[src/rtl/sysbus_arb_pkg.sv]
// Shared definitions for the system-bus arbiter: FSM state encoding and
// default timing limits used by the arbiter, the bus mux and master benches.
package sysbus_arb_pkg;

    typedef enum logic [1:0] {
        IDLE    = 2'b00,
        GRANT   = 2'b01,
        OWNED   = 2'b10,
        RELEASE = 2'b11
    } arb_state_e;

    localparam int unsigned DEF_NUM_REQ       = 4;
    localparam int unsigned DEF_GRANT_TIMEOUT = 16;
    localparam int unsigned DEF_HOLD_MAX      = 1024;

endpackage

[src/rtl/sysbus_arbiter_if.sv]
// Arbitration handshake between the bus masters and the system-bus arbiter.
interface sysbus_arbiter_if #(
    parameter int unsigned NUM_REQ  = 4,
    parameter int unsigned ID_WIDTH = $clog2(NUM_REQ)
);

    logic [NUM_REQ-1:0]  abtr_reqcyc;
    logic [NUM_REQ-1:0]  bus_busy;
    logic [NUM_REQ-1:0]  abtr_grant;
    logic                owner_valid;
    logic [ID_WIDTH-1:0] owner_id;
    logic                grant_timeout;
    logic                hold_err;

    modport master (
        output abtr_reqcyc,
        output bus_busy,
        input  abtr_grant,
        input  owner_valid,
        input  owner_id,
        input  grant_timeout,
        input  hold_err
    );

    modport slave (
        input  abtr_reqcyc,
        input  bus_busy,
        output abtr_grant,
        output owner_valid,
        output owner_id,
        output grant_timeout,
        output hold_err
    );

endinterface

[src/rtl/rr_pick.sv]
// Combinational round-robin picker: rotate requests so the master after
// last_owner sits at bit 0, priority-encode, then un-rotate the index.
module rr_pick #(
    parameter int unsigned NUM_REQ  = 4,
    parameter int unsigned ID_WIDTH = $clog2(NUM_REQ)
) (
    input  logic [NUM_REQ-1:0]  req,
    input  logic [ID_WIDTH-1:0] last_owner,
    output logic [NUM_REQ-1:0]  win_onehot_c,
    output logic [ID_WIDTH-1:0] win_idx_c,
    output logic                any_c
);

    logic [ID_WIDTH-1:0] start;
    logic [NUM_REQ-1:0]  rot;
    logic [ID_WIDTH-1:0] enc;
    int unsigned         sum;

    always_comb begin
        start = (last_owner == ID_WIDTH'(NUM_REQ - 1)) ? '0 : last_owner + ID_WIDTH'(1);

        for (int unsigned i = 0; i < NUM_REQ; i++) begin
            rot[i] = req[ID_WIDTH'((i + 32'(start)) % NUM_REQ)];
        end

        // Descending scan leaves the lowest rotated set bit in enc.
        enc = '0;
        for (int i = NUM_REQ - 1; i >= 0; i--) begin
            if (rot[i]) begin
                enc = ID_WIDTH'(i);
            end
        end

        sum          = 32'(enc) + 32'(start);
        win_idx_c    = ID_WIDTH'(sum % NUM_REQ);
        any_c        = |req;
        win_onehot_c = any_c ? (NUM_REQ'(1) << win_idx_c) : '0;
    end

endmodule

[src/rtl/sysbus_arbiter.sv]
// Round-robin owner arbitration for the main system bus with one-cycle
// turnaround, grant timeout and sticky over-long ownership detection.
module sysbus_arbiter
    import sysbus_arb_pkg::*;
#(
    parameter int unsigned NUM_REQ       = DEF_NUM_REQ,
    parameter int unsigned GRANT_TIMEOUT = DEF_GRANT_TIMEOUT,
    parameter int unsigned HOLD_MAX      = DEF_HOLD_MAX,
    parameter int unsigned ID_WIDTH      = $clog2(NUM_REQ)
) (
    input logic             clk,
    input logic             reset,
    sysbus_arbiter_if.slave bus
);

    localparam int unsigned WAIT_W = $clog2(GRANT_TIMEOUT + 1);
    localparam int unsigned HOLD_W = $clog2(HOLD_MAX + 1);

    arb_state_e          state_q, state_d;
    logic [NUM_REQ-1:0]  grant_q, grant_d;
    logic                owner_valid_q, owner_valid_d;
    logic [ID_WIDTH-1:0] owner_id_q, owner_id_d;
    logic [ID_WIDTH-1:0] last_owner_q, last_owner_d;
    logic                grant_timeout_q, grant_timeout_d;
    logic                hold_err_q, hold_err_d;
    logic [WAIT_W-1:0]   wait_cnt_q, wait_cnt_d;
    logic [HOLD_W-1:0]   hold_cnt_q, hold_cnt_d;

    logic [NUM_REQ-1:0]  win_onehot_c;
    logic [ID_WIDTH-1:0] win_idx_c;
    logic                any_c;

    rr_pick #(
        .NUM_REQ  (NUM_REQ),
        .ID_WIDTH (ID_WIDTH)
    ) u_rr_pick (
        .req          (bus.abtr_reqcyc),
        .last_owner   (last_owner_q),
        .win_onehot_c (win_onehot_c),
        .win_idx_c    (win_idx_c),
        .any_c        (any_c)
    );

    // Next-state and registered-output computation.
    always_comb begin
        state_d         = state_q;
        grant_d         = grant_q;
        owner_valid_d   = owner_valid_q;
        owner_id_d      = owner_id_q;
        last_owner_d    = last_owner_q;
        grant_timeout_d = 1'b0;
        hold_err_d      = hold_err_q;
        wait_cnt_d      = wait_cnt_q;
        hold_cnt_d      = hold_cnt_q;

        case (state_q)
            IDLE: begin
                if (any_c) begin
                    state_d       = GRANT;
                    grant_d       = win_onehot_c;
                    owner_id_d    = win_idx_c;
                    owner_valid_d = 1'b1;
                    wait_cnt_d    = '0;
                end
            end
            GRANT: begin
                if (bus.bus_busy[owner_id_q]) begin
                    state_d    = OWNED;
                    hold_cnt_d = '0;
                end else if (!bus.abtr_reqcyc[owner_id_q]) begin
                    state_d       = RELEASE;
                    grant_d       = '0;
                    owner_valid_d = 1'b0;
                end else if (wait_cnt_q >= WAIT_W'(GRANT_TIMEOUT - 1)) begin
                    state_d         = RELEASE;
                    grant_d         = '0;
                    owner_valid_d   = 1'b0;
                    grant_timeout_d = 1'b1;
                end else begin
                    wait_cnt_d = wait_cnt_q + WAIT_W'(1);
                end
            end
            OWNED: begin
                // A transaction in flight cannot be aborted, so overrun is only flagged.
                if (!bus.bus_busy[owner_id_q]) begin
                    state_d       = RELEASE;
                    grant_d       = '0;
                    owner_valid_d = 1'b0;
                end else begin
                    if (hold_cnt_q < HOLD_W'(HOLD_MAX)) begin
                        hold_cnt_d = hold_cnt_q + HOLD_W'(1);
                    end
                    if (hold_cnt_q >= HOLD_W'(HOLD_MAX - 1)) begin
                        hold_err_d = 1'b1;
                    end
                end
            end
            RELEASE: begin
                state_d      = IDLE;
                last_owner_d = owner_id_q;
            end
            default: begin
                state_d = IDLE;
            end
        endcase
    end

    // State and output registers; last_owner resets so master 0 wins first.
    always_ff @(posedge clk) begin
        if (reset) begin
            state_q         <= IDLE;
            grant_q         <= '0;
            owner_valid_q   <= 1'b0;
            owner_id_q      <= '0;
            last_owner_q    <= ID_WIDTH'(NUM_REQ - 1);
            grant_timeout_q <= 1'b0;
            hold_err_q      <= 1'b0;
            wait_cnt_q      <= '0;
            hold_cnt_q      <= '0;
        end else begin
            state_q         <= state_d;
            grant_q         <= grant_d;
            owner_valid_q   <= owner_valid_d;
            owner_id_q      <= owner_id_d;
            last_owner_q    <= last_owner_d;
            grant_timeout_q <= grant_timeout_d;
            hold_err_q      <= hold_err_d;
            wait_cnt_q      <= wait_cnt_d;
            hold_cnt_q      <= hold_cnt_d;
        end
    end

    assign bus.abtr_grant    = grant_q;
    assign bus.owner_valid   = owner_valid_q;
    assign bus.owner_id      = owner_id_q;
    assign bus.grant_timeout = grant_timeout_q;
    assign bus.hold_err      = hold_err_q;

endmodule
[src/flat_wrapper.sv]
// flat-port wrapper written by rule: the top's interface ports become plain ports
module sysbus_arbiter_flat import sysbus_arb_pkg::*;
#(
    parameter int unsigned NUM_REQ       = DEF_NUM_REQ,
    parameter int unsigned GRANT_TIMEOUT = DEF_GRANT_TIMEOUT,
    parameter int unsigned HOLD_MAX      = DEF_HOLD_MAX,
    parameter int unsigned ID_WIDTH      = $clog2(NUM_REQ)
)
  (clk, reset, bus_abtr_reqcyc, bus_bus_busy, bus_abtr_grant, bus_owner_valid, bus_owner_id, bus_grant_timeout, bus_hold_err);
  sysbus_arbiter_if #(.NUM_REQ(NUM_REQ), .ID_WIDTH(ID_WIDTH)) bus_i ();
  input logic clk;
  input logic reset;
  input wire logic [$bits(bus_i.abtr_reqcyc)-1:0] bus_abtr_reqcyc;
  input wire logic [$bits(bus_i.bus_busy)-1:0] bus_bus_busy;
  output wire logic [$bits(bus_i.abtr_grant)-1:0] bus_abtr_grant;
  output wire logic [$bits(bus_i.owner_valid)-1:0] bus_owner_valid;
  output wire logic [$bits(bus_i.owner_id)-1:0] bus_owner_id;
  output wire logic [$bits(bus_i.grant_timeout)-1:0] bus_grant_timeout;
  output wire logic [$bits(bus_i.hold_err)-1:0] bus_hold_err;
  assign bus_i.abtr_reqcyc = bus_abtr_reqcyc;
  assign bus_i.bus_busy = bus_bus_busy;
  assign bus_abtr_grant = bus_i.abtr_grant;
  assign bus_owner_valid = bus_i.owner_valid;
  assign bus_owner_id = bus_i.owner_id;
  assign bus_grant_timeout = bus_i.grant_timeout;
  assign bus_hold_err = bus_i.hold_err;
  sysbus_arbiter #(.NUM_REQ(NUM_REQ), .GRANT_TIMEOUT(GRANT_TIMEOUT), .HOLD_MAX(HOLD_MAX), .ID_WIDTH(ID_WIDTH)) u_core (.clk(clk), .reset(reset), .bus(bus_i));
endmodule
[config.mk]
export PLATFORM = sky130hd
export DESIGN_NAME = sysbus_arbiter_flat
export DESIGN_NICKNAME = d
export VERILOG_FILES = /design/src/rtl/sysbus_arb_pkg.sv /design/src/rtl/sysbus_arbiter_if.sv /design/src/rtl/rr_pick.sv /design/src/rtl/sysbus_arbiter.sv /design/src/flat_wrapper.sv
export SDC_FILE = /design/constraint.sdc
export NUM_CORES = 1
export LEC_CHECK = 0
export BUFFER_PORTS_ARGS = -buffer_cell sky130_fd_sc_hd__buf_4
export CAP_MARGIN = 25
export CORE_MARGIN = 2
export CORE_UTILIZATION = 40
export CTS_CLUSTER_SIZE = 20
export DETAILED_ROUTE_END_ITERATION = 8
export PLACE_DENSITY_LB_ADDON = 0.12
export SLEW_MARGIN = 20
export SYNTH_ARGS = -nofsm -noshare
export SYNTH_HDL_FRONTEND = slang
export SYNTH_SLANG_ARGS = --single-unit
[constraint.sdc]
create_clock -name clk -period 3.4 [get_ports clk]
set_input_delay 0.68 -clock clk [delete_from_list [all_inputs] [get_ports clk]]
set_output_delay 0.68 -clock clk [all_outputs]
set_load 0.02 [all_outputs]
=== Yosys cells after proc, flatten, opt, wreduce, memory -nomap -nowiden ===
Cells that the tools add are included.

* $add $sub $neg: 7
* $lt $le $gt $ge: 8
* Equal/unequal tests: 14
* Shift-type cells: 1
* Multiplexer cells: 45
* Bitwise gates (word level): 2
* Reductions and logical operators: 12

{| class="wikitable"
|+ Operators with widths
! operator !! count
|-
| two-way mux 11 bit || 3
|-
| case mux 11 bit (2 select lines) || 1
|-
| two-way mux 2 bit || 10
|-
| two-way mux 4 bit || 5
|-
| two-way mux 5 bit || 4
|-
| < comparator 2 x 3 -> 1 bit (second input constant) || 5
|-
| binary-select mux 1 bit (select 2 bit) || 6
|-
| two-way mux 1 bit || 12
|-
| case mux 4 bit (3 select lines) || 1
|-
| adder 11 x 1 -> 11 bit (second input constant) || 1
|-
| >= comparator 11 x 10 -> 1 bit (second input constant) || 1
|-
| < comparator 11 bit (second input constant) || 1
|-
| inequality test 2 x 1 -> 1 bit (second input constant) || 5
|-
| case mux 5 bit (2 select lines) || 1
|-
| AND reduction 5 bit || 2
|-
| case mux 2 bit (4 select lines) || 1
|-
| OR reduction 4 bit || 2
|-
| equality test 2 bit (second input constant) || 3
|-
| inequality test 2 bit (second input constant) || 3
|-
| AND reduction 3 bit || 2
|-
| adder 5 x 1 -> 5 bit (second input constant) || 1
|-
| >= comparator 5 x 4 -> 1 bit (second input constant) || 1
|-
| adder 2 bit (first input constant) || 2
|-
| inequality test 4 bit (second input constant) || 1
|-
| other kinds (13) || 15
|}

* Register bits: 29
* Input bits: 10
* Output and inout port bits: 9

=== Logic depth before layout (Yosys ltp) ===
* Depth after elaboration: 13
* Gate-level depth with buffers: 11

=== By module ===
Synthesis repeated with hierarchy kept, for this count alone.

* Cell total of the unflattened synthesis: 225
* Area total of the unflattened synthesis: 1865.5 um^2

{| class="wikitable"
|+ Modules (own cells, without submodules)
! module !! instances !! cells each !! area an instance (um^2) !! seq. area each (um^2)
|-
| sysbus_arbiter || 1 || 169 || 1503.9 || 580.6
|-
| rr_pick || 1 || 56 || 361.6 || 0.0
|}

=== Least setup slack after synthesis ===
Ideal clock, no wire load.

* Path type: register to register
* Start: register u_core.last_owner_q[0]
* End: register u_core.grant_q[3] (netlist: u_core.bus.abtr_grant[3])
* Setup time: 0.084 ns
* Arrival: 2.299 ns
* Required time: 3.316 ns
* Path slack: 1.017 ns
* Cell stages (with the launch flop): 11
* Period minus slack after synthesis: 2.383 ns
* Cells stage by stage: dfxtp_1 -> ha_1 -> clkbuf_1 -> nand2_1 -> a21oi_1 -> nor2_1 -> a211oi_1 -> a21oi_1 -> ha_1 -> or4b_4 -> o31ai_2

* Cells in the longest elaborated chain, start to end: 13
* Elaborated cells on any way between the ends: 22

{| class="wikitable"
|+ Ends and longest elaborated chain
! element !! line !! RTL
|-
| from (decl) || sysbus_arbiter.sv:23 || <nowiki>logic [ID_WIDTH-1:0] last_owner_q, last_owner_d;</nowiki>
|-
| from (signal assigned) || sysbus_arbiter.sv:115 || <nowiki>last_owner_q <= ID_WIDTH'(NUM_REQ - 1);</nowiki>
|-
| from (signal assigned) || sysbus_arbiter.sv:125 || <nowiki>last_owner_q <= last_owner_d;</nowiki>
|-
| adder 2 x 1 -> 2 bit / equality test 2 bit (equally long branches) || rr_pick.sv:20 || <nowiki>start = (last_owner == ID_WIDTH'(NUM_REQ - 1)) ? '0 : last_owner + ID_WIDTH'(1);</nowiki>
|-
| two-way mux 2 bit (*) || rr_pick.sv:20 ||
|-
| adder 2 bit || rr_pick.sv:23 || <nowiki>rot[i] = req[ID_WIDTH'((i + 32'(start)) % NUM_REQ)];</nowiki>
|-
| binary-select mux 1 bit (select 2 bit) || rr_pick.sv:23 ||
|-
| two-way mux 1 bit (implied by the code) || rr_pick.sv:23 ||
|-
| two-way mux 2 bit (4 in series) || rr_pick.sv:29 || <nowiki>if (rot[i]) begin</nowiki>
|-
| adder 2 bit (*) || rr_pick.sv:34 || <nowiki>sum = 32'(enc) + 32'(start);</nowiki>
|-
| << shifter 1 x 2 -> 4 bit (*) || rr_pick.sv:37 || <nowiki>win_onehot_c = any_c ? (NUM_REQ'(1) << win_idx_c) : '0;</nowiki>
|-
| two-way mux 4 bit (*) || sysbus_arbiter.sv:58 || <nowiki>if (any_c) begin</nowiki>
|-
| case mux 4 bit (3 select lines) (*) || sysbus_arbiter.sv:56 || <nowiki>case (state_q)</nowiki>
|-
| to (signal assigned) || sysbus_arbiter.sv:122 || <nowiki>grant_q <= grant_d;</nowiki>
|-
| to (decl) || sysbus_arbiter.sv:20 || <nowiki>logic [NUM_REQ-1:0] grant_q, grant_d;</nowiki>
|}

Mark *: on every way between the ends. The rest lies on a longest branch, timed or not. The select of a mux whose other input is x is not followed.
A chain may end at the register's enable or synchronous reset.

=== Worst setup path after layout ===
Ends and elaborated chain as after synthesis.

==> impl_summary.log <==
INFO  metric outcome = finished clean
INFO  metric power.ir.vdd_worst = roughly 0.24 mV
INFO  metric synth_seq_area_share = 32.8%
INFO  metric groute.layer.met3.usage = roughly 3.9%
INFO  metric clock_transition_at_the_registers_of_the_reported_paths = roughly 0.060 ns
INFO  metric remaining_max_slew_budget_at_the_tightest_pin = between 60% and 70%
INFO  metric yosys.cell_count.top_type = dfxtp_1
INFO  metric ys_dominant_reg_cell = dfxtp_1
INFO  metric worstSkewPairLatency = ~0.28 ns
INFO  metric drt_first_iter_violations = 66
INFO  metric setup.worst_path.start_class = register
INFO  metric required = 3.59 ns
INFO  metric post_cts_hold_buffers = 0
INFO  metric grt_pass1_vias = 1,590
INFO  metric viasPerCell = between 5 and 6
INFO  metric post_synth_num_cell_types = 55
INFO  metric post_synth_inst_count = slightly above 200
INFO  metric finalSetupViolCount = 0
INFO  metric placedInstanceArea = 1930 sq um
INFO  metric synth-async-reset-ratio = 0%
INFO  metric slew_violations = 0
INFO  metric grt_setup_unrepaired = false
INFO  metric synth_area_per_cell = around 8.5 sq um
INFO  metric final_period_minus_worst_setup_slack = approximately 2.5 ns
INFO  metric yosysTopAreaCellShare = between 30% and 40%
INFO  metric cts_tree = yes
INFO  metric cts_made_buffers = 5
INFO  metric grt_use_met1 = about a fifth
INFO  metric floorplan.initialDensity = between 40% and 50%
INFO  metric critPathKind = register to register
INFO  metric ctsRootBufferMaster = clkbuf_8
INFO  metric maximum_number_of_pins_on_one_net_before_global_route_repair = 26
INFO  metric synth_top_cells_by_area = dfxtp_1 (33%), ha_1 (7.1%), a21oi_1 (5.1%)
INFO  metric fp.dieW = around 70 um
INFO  metric route.final.wire_length = roughly 4 mm
INFO  metric ys.warnings.count = 0
INFO  metric area_of_the_die = 4970 sq um
INFO  metric synthesis_stage_register_bit_count = 29
INFO  metric max_cap_viol_count = 0
INFO  metric timing.final.crit_share = 73.6%
INFO  metric dr.pass1.iters = 4
INFO  metric holdCritPathClass = register to register
INFO  metric tightestPinTransition = ~0.54 ns
INFO  metric ctsLongestPathBuffers = 2
INFO  metric io_buffer_count = 18
INFO  metric synth_fp_nets = ~230
INFO  metric skew = between 0.007 and 0.008 ns
INFO  metric yosys-top-cells-count = dfxtp_1 (29), nor2_1 (19), a21oi_1 (18)
INFO  metric powerDensity = 633 nW/um^2
INFO  metric globalplace.congestion = about 0.76
INFO  metric cts_repair_resize_count = 0
INFO  metric worst-r2r-setup-slack = 0.90 ns
INFO  metric finish.net_count = around 240
INFO  metric drc_errors = 0
INFO  metric groute.layer.met2.usage = between 20% and 30%
INFO  metric final_cell_area = between 2000 and 2500 sq um
INFO  metric critPathMaxFanout = 11
INFO  metric detailroute.via_count = ~1,600
INFO  metric finalSetupTns = 0 ns
INFO  metric cts_htree_levels = 2
INFO  metric grt_remaining_overflow = 0
INFO  metric areaGrowthSynthToFinish = 13.9%
INFO  metric synth_top_area_cell = dfxtp_1
INFO  metric antenna_found_initial = 0
INFO  metric ioPinCount = 19
INFO  metric finalHoldViolations = 0
INFO  metric grt_first_pass_wirelength = approximately 7 mm
INFO  metric worst-endpoint-arrival = ~2.7 ns
INFO  metric post_cts.repair.setup_buffers = 0
INFO  metric cts.sink_count = 29
INFO  metric postRouteAntennaNets = 0
INFO  metric chipHeight = between 70 and 80 um
INFO  metric cellLeakagePower = between 0.7 and 0.8 nW
INFO  metric synth_enable_flop_cells = 0
INFO  metric drive_above_1_share = between 15 and 20%
INFO  metric max_freq = roughly 400 MHz
INFO  metric synthesis.area = 1770 sq um
INFO  metric power.total = 0.00128 W
INFO  metric gr-usage-all-layers = around 18%
INFO  metric core_area = around 4300 sq um
INFO  metric dp.final_hpwl = roughly 2.9 mm
INFO  metric grt-busiest-layer = met2
INFO  metric placementRows = 24
INFO  metric fillers = roughly 420
INFO  metric kind_of_end_point_of_the_critical_path = register
INFO  metric antenna_cells_inserted = 0
INFO  metric per_cell_routed_wire_length = about 15 um
flip-flops by register name, summed over array words and instances, names as in the netlist:
signal                    flops
u_core.bus.abtr_grant         4
u_core.bus.grant_timeout      1
u_core.bus.hold_err           1
u_core.bus.owner_id           2
u_core.bus.owner_valid        1
u_core.hold_cnt_q            11
u_core.last_owner_q           2
u_core.state_q                2
u_core.wait_cnt_q             5
cell families (layout without fill, tap and decap cells):
group | count (synthesis) | in the layout | share of synthesized area (%)
and+or+nand+nor | 82 | 82 | 25.6
xor gates and xnor gates | 2 | 2 | 0.991
adders and majority gates | 10 | 10 | 7.08
buffers and inverters | 16 | 33 | 3.96
muxes | 8 | 8 | 6.02
DFF | 29 | 29 | 32.8
AOI/OAI and AO/OA | 60 | 60 | 23.5
final timing paths:
path	startpoint	end	cells after the start
setup / recovery	u_core.last_owner_q[0]	u_core.bus.abtr_grant[3]	9
hold reg to reg	u_core.bus.owner_valid	u_core.bus.owner_valid	2
setup reg to reg	u_core.last_owner_q[0]	u_core.bus.abtr_grant[3]	9
hold / removal	u_core.bus.owner_valid	u_core.bus.owner_valid	2
layout by cell type, fill, tap and decap left out, types with 4 or more instances in the layout:
cell type / count
nand3_1: 11
a211oi_1: 4
o21ai_1: 5
o21ai_0: 4
mux2i_1: 5
dfxtp_1: 29
inv_1: 7
a21oi_1: 18
ha_1: 10
nor2_1: 19
buf_4: 18
clkbuf_8: 6
nand2_1: 14
nor3_1: 6
worst max-delay path: stages, from the launching register on:
cell	delay, ns
dfxtp_1	0.34
ha_1	0.50
nand2_1	0.08
a21oi_1	0.15
nor2_1	0.06
a211oi_1	0.25
a21oi_1	0.07
ha_1	0.30
or4b_4	0.48
o31ai_2	0.19
power by group:
group | switching, W | internal (W)
logic | 0.000337 | 0.000221
clock network | 0.000122 | 0.000160
registers | 0.0000489 | 0.000387
total | 0.000508 | 0.000767
stage by stage:
stage | worst slack (ns) | hold WS (ns) | util (%) | instances
5_1_grt | 0.620 | 0.481 | 46.9 | 276
3_3_place_gp | 0.949 | 0.448 | 44.9 | 269
4_1_cts | 0.873 | 0.462 | 46.9 | 276
6_report | 0.897 | 0.462 | 46.9 | 276
2_1_floorplan | 1.02 | 0.446 | - | 207
3_5_place_dp | 0.867 | 0.454 | 44.9 | 269
area by class of cell:
| class | instances | area, sq um | area share, % |
|---|---|---|---|
| tap | 52 | 65.1 | 3.23 |
| inverter | 8 | 30.0 | 1.49 |
| sequential | 29 | 581 | 28.8 |
| clock buffer | 7 | 86.3 | 4.29 |
| multi-input combinational | 162 | 1120 | 55.5 |
| timing repair buffer | 18 | 135 | 6.71 |
per-layer routing:
metal / part of all wire (%) / vias to the layer above
met5: 0 / -
met4: 3.1 / 0
met3: 2.9 / 12
met2: 48 / 25
met1: 45 / 776
li1: - / 803
No activity file was read; power rests on OpenSTA's default activity.
